<file path="config.mk">
export PLATFORM = sky130hd
export DESIGN_NAME = dc_ipu_addr_compute_s2
export DESIGN_NICKNAME = d
export VERILOG_FILES = /design/src/rtl/dc_ipu_addr_compute_s2.sv
export SDC_FILE = /design/constraint.sdc
export NUM_CORES = 1
export LEC_CHECK = 0
export CAP_MARGIN = 20
export CORE_ASPECT_RATIO = 0.9
export CORE_MARGIN = 3
export CORE_UTILIZATION = 55
export DETAILED_ROUTE_END_ITERATION = 10
export DONT_BUFFER_PORTS = 1
export PLACE_DENSITY = 0.81
export SLEW_MARGIN = 25
export SYNTH_ARGS = -nofsm -noshare
export SYNTH_HDL_FRONTEND = slang
export SYNTH_SLANG_ARGS = --single-unit
export TNS_END_PERCENT = 20
</file>
<file path="constraint.sdc">
create_clock -name clk -period 2.94 [get_ports clk]
set_input_delay 0.294 -clock clk [delete_from_list [all_inputs] [get_ports clk]]
set_output_delay 0.294 -clock clk [all_outputs]
set_load 0.01 [all_outputs]
</file>
<file path="src/rtl/dc_ipu_addr_compute_s2.sv">
// IPU address-compute stage 2: restoring divide of tex_size*(2x+1) by 2*img_size,
// producing an integer part plus FRAC_WIDTH fractional bits, one quotient bit per cycle.
module dc_ipu_addr_compute_s2 #(
    parameter int IMG_SIZE_WIDTH = 12,
    parameter int RESULT_WIDTH   = 24,
    parameter int FRAC_WIDTH     = 8
) (
    input  logic                      clk,
    input  logic                      nreset,
    input  logic                      clr,
    input  logic                      in_valid,
    output logic                      in_ready,
    input  logic [IMG_SIZE_WIDTH-1:0] in_img_size,
    input  logic [RESULT_WIDTH-1:0]   in_result,
    output logic                      out_valid,
    input  logic                      out_ready,
    output logic [RESULT_WIDTH-1:0]   out_int,
    output logic [FRAC_WIDTH-1:0]     out_frac,
    output logic                      out_div_zero
);

    localparam int N     = RESULT_WIDTH + FRAC_WIDTH;
    localparam int CNT_W = $clog2(N);
    localparam int REM_W = IMG_SIZE_WIDTH + 2;
    localparam int DIV_W = IMG_SIZE_WIDTH + 1;

    typedef enum logic [1:0] {
        IDLE = 2'd0,
        DIV  = 2'd1,
        DONE = 2'd2
    } state_t;

    state_t                    r_state;
    state_t                    w_state_nx;
    logic [CNT_W-1:0]          r_cnt;
    logic [N-1:0]              r_dividend;
    logic [DIV_W-1:0]          r_divisor;
    logic [REM_W-1:0]          r_rem;
    logic [N-1:0]              r_quot;
    logic                      r_div_zero;
    logic [RESULT_WIDTH-1:0]   r_out_int;
    logic [FRAC_WIDTH-1:0]     r_out_frac;

    logic                      w_accept;
    logic                      w_last;
    logic [REM_W-1:0]          w_rem_sh;
    logic                      w_ge;
    logic [REM_W-1:0]          w_rem_nx;
    logic [N-1:0]              w_quot_nx;

    assign w_accept = in_valid && in_ready && !clr;
    assign w_last   = (r_state == DIV) && (r_cnt == '0);

    // One restoring step: remainder stays below the divisor, so REM_W bits never overflow
    assign w_rem_sh  = {r_rem[REM_W-2:0], r_dividend[N-1]};
    assign w_ge      = (w_rem_sh >= {1'b0, r_divisor});
    assign w_rem_nx  = w_ge ? (w_rem_sh - {1'b0, r_divisor}) : w_rem_sh;
    assign w_quot_nx = {r_quot[N-2:0], w_ge};

    always_ff @(posedge clk or negedge nreset) begin
        if (!nreset) begin
            r_state <= IDLE;
        end else begin
            r_state <= w_state_nx;
        end
    end

    always_comb begin
        w_state_nx = r_state;
        case (r_state)
            IDLE: if (in_valid) w_state_nx = DIV;
            DIV:  if (r_cnt == '0) w_state_nx = DONE;
            DONE: if (out_ready) w_state_nx = in_valid ? DIV : IDLE;
            default: w_state_nx = IDLE;
        endcase
        if (clr) w_state_nx = IDLE;
    end

    always_comb begin
        in_ready     = 1'b0;
        out_valid    = 1'b0;
        out_div_zero = 1'b0;
        case (r_state)
            IDLE: in_ready = 1'b1;
            DONE: begin
                in_ready     = out_ready;
                out_valid    = 1'b1;
                out_div_zero = r_div_zero;
            end
            default: ;
        endcase
    end

    always_ff @(posedge clk or negedge nreset) begin
        if (!nreset) begin
            r_cnt      <= '0;
            r_dividend <= '0;
            r_divisor  <= '0;
            r_rem      <= '0;
            r_quot     <= '0;
            r_div_zero <= 1'b0;
            r_out_int  <= '0;
            r_out_frac <= '0;
        end else if (clr) begin
            r_cnt      <= '0;
            r_div_zero <= 1'b0;
        end else if (w_accept) begin
            r_cnt      <= CNT_W'(N - 1);
            r_dividend <= {in_result, {FRAC_WIDTH{1'b0}}};
            r_divisor  <= {in_img_size, 1'b0};
            r_rem      <= '0;
            r_quot     <= '0;
            r_div_zero <= (in_img_size == '0);
        end else if (r_state == DIV) begin
            r_dividend <= {r_dividend[N-2:0], 1'b0};
            r_rem      <= w_rem_nx;
            r_quot     <= w_quot_nx;
            if (w_last) begin
                r_out_int  <= w_quot_nx[N-1:FRAC_WIDTH];
                r_out_frac <= w_quot_nx[FRAC_WIDTH-1:0];
            end else begin
                r_cnt <= r_cnt - 1'b1;
            end
        end
    end

    assign out_int  = r_out_int;
    assign out_frac = r_out_frac;

endmodule

</file>
==> summary.txt <==
Status
  – Status: complete, but fails checks
  – Failing checks: negative hold slack

Floorplan
  – # IOs: 76
  – Initial Utilization: 58.44%
  – CORE AREA: 9414 µm²
  – Die Ht: 100.9 µm
  – Die width: 111.4 µm
  – Total die area: 11240 µm²
  – # rows: 33

CTS
  – CTS buffer count: 17
  – Clock sink total: 120
  – Setup Buffers After CTS: 0
  – CTS Hold Buffers Added: 39
  – H-tree Lvls: 4
  – CTS root buf: clkbuf_8
  – Worst skew pair latency: 0.49 ns
  – CTS max path bufs: 2
  – Clock-pin slew on the worst setup and hold paths: 0.06 ns
  – Post-CTS Resized: 0
  – TritonCTS clock tree: done

Global routing
  – Overflow after GRT: 0
  – GR Util All Layers: 22.18%
  – Largest net degree at the start of global routing: 121
  – Antenna violations before repair: 0
  – Vias in the first global route: 4112
  – Wire length of the first global-routing pass: 20230 µm

Critical path
  – Worst reg2reg path startpoint: r_rem[7]
  – Critical Path AT: 2.88 ns
  – Reg2Reg Capture Point: r_rem[8]
  – Maximum fanout along the worst path: 15
  – Worst Reg-to-Reg Cells: 7
  – Critical path origin: r_rem[7]
  – Worst setup endpoint: r_rem[8]
  – Startpoint types: flop
  – Flop-to-flop setup slack: 0.42 ns
  – Critical path class: reg -> reg
  – CP endpoint kind: flop
  – Critical Path RT: 3.29 ns

Synthesis
  – Cell accounting for the most synthesized area: dfrtp_1
  – Synth Cell Area: 5502 µm²
  – Synth cell types: 47
  – Yosys top cell area share: 54.58%
  – Syn_nets: 600
  – Area contributors post-synth: dfrtp_1 55%, nand2_1 9.6%, mux2_2 5.9%
  – Synth Instances: 544
  – Register bit count reported by yosys: 120
  – Yosys Warn Count: 0
  – Register area share after synthesis: 54.58%
  – Avg Synthesized Cell Area: 10.11 µm²

Timing
  – RSZ-0062 raised after global routing: no
  – Hold violation count in the final report: 120
  – Final setup vio count: 0
  – Setup TNS Final: 0 ns
  – Hold slack: -0.5067 ns
  – Worst-Margin Slew: 1.073 ns
  – Max-slew violations: 0
  – Worst slew margin: 28.23%
  – Min Tclk post-route: 2.523 ns
  – Setup Skew: 0.008456 ns
  – Max Clk Rate: 396.4 MHz
  – Fin crit share: 85.82%

Drt
  – DR pass1 iterations: 5
  – Via Count: 4174
  – WL/cell: 16.86 µm
  – DRT antenna net count: 0
  – Vias per inst: 5.862
  – Residual DRC count: 0
  – Initial DRC Count: 260
  – Post-Route WL: 12000 µm

Layout
  – Nets: 633
  – Footprint of the multi-input gates: 2322 µm²
  – Most common cell after layout, fill and taps aside: nand2_1
  – Layout fillers: 696
  – Area Growth Syn to Fin: 19.85%
  – ANT cells: 0
  – Share of layout cells above drive strength 1: 13.39%
  – Final Util: 70.04%
  – Reg area: 3003 µm²
  – Most frequent cells in the layout: 140 x nand2_1, 120 x dfrtp_1, 39 x a21oi_1, 39 x dlygate4sd3_1, 29 x mux2_2

Place
  – Placed wire-length estimate: 7162 µm
  – Port Buf Inserts: 0
  – RD Place Congestion: 0.8766

Power
  – Leak pwr: 3.107 nW
  – PD cells: 931.7 nW/µm²
  – Worst vdd ir: 536.0 µV

Worst hold path
  – Worst min-delay path class: in -> async

Run
  – Total of max-cap violations: 0
[power breakdown]
group	internal (mW)	switching, mW	leakage (nW)
sequential	1.95	0.210	1.61
clock	1.40	0.781	0.306
combinational	0.777	1.02	1.19
total	4.13	2.01	3.11
[per-stage QoR]
stage / std cells / worst slack (ns) / cell area [µm²] / total power [mW] / hold WS, ns
CTS: 712 / 0.3990 / 6591 / 6.157 / -0.5316
global route: 712 / 0.2695 / 6594 / 6.483 / -0.5408
detailed placement: 641 / 0.5108 / 5573 / 3.878 / 0.002754
global placement: 641 / 0.5941 / 5573 / 3.783 / 0.003805
floorplan: 544 / 0.8541 / 5502 / 3.600 / -0.001591
finish: 712 / 0.4170 / 6594 / 6.144 / -0.5067
[cells in the mapped netlist (all sizes together)]
master,instances
a211oi,2
a21o,3
a21oi,39
a22o,1
a22oi,23
a31o,1
and2,3
buf,4
clkbuf,25
dfrtp,120
fa,1
ha,14
inv,18
mux2,32
mux2i,12
nand2,140
nand2b,4
nand3,17
nand4,2
nor2,12
nor2b,5
nor3,7
nor4,5
o211a,1
o211ai,4
o21a,4
o21ai,26
o21bai,1
o221ai,1
o2bb2ai,2
o31a,2
o31ai,1
o41ai,1
or2,1
or3,2
xnor2,6
xor2,2
[layout make-up]
| class | count | area share, % |
|---|---|---|
| sequential | 120 | 45.54 |
| clock buffer | 17 | 6.281 |
| timing repair buffer | 43 | 6.376 |
| clock inverter | 15 | 3.245 |
| tap | 122 | 2.315 |
| inverter | 18 | 1.025 |
| multi-input combinational | 377 | 35.22 |
[flip-flops by register name, summed over array words and instances, names as in the netlist]
signal / cells
out_int: 24
r_cnt: 5
r_rem: 13
r_quot: 31
r_state: 2
r_div_zero: 1
r_divisor: 12
r_dividend: 24
out_frac: 8
[routing by layer]
layer  global-route usage (%)  part of all wire [%]  vias to the layer above
met2                    36.02                    50                      140
met1                    29.71                    43                     2076
li1                         -                     -                     1940
met5                        0                     0                        -
met4                    6.735                   1.4                        0
met3                    5.762                   6.1                       18
[critical path, stage by stage, from the launching register on]
cell	delay, ns
dfrtp_1	0.41
ha_1	0.39
nand3_1	0.16
nor4_1	0.39
nor3_2	0.12
o21ai_4	0.52
mux2i_1	0.32
o21ai_1	0.08
[cell families after synthesis]
family | count (synthesis) | synth area share (%)
compound gates | 112 | 13.05
xor+xnor | 8 | 1.274
fa+ha+maj | 15 | 3.548
buf+inv | 47 | 3.525
flops | 120 | 54.58
mux | 44 | 8.733
simple gates | 198 | 15.28
[how the worst min path moves through the flow]
stage                         to  slack (ns)
floorplan            out_frac[0]      -0.002
global placement    r_divisor[3]       0.004
detailed placement  r_divisor[3]       0.003
CTS                  out_int[16]       -0.53
global route        r_divisor[3]       -0.54
finish              r_divisor[4]       -0.51
No activity file was read; power rests on OpenSTA's default activity.
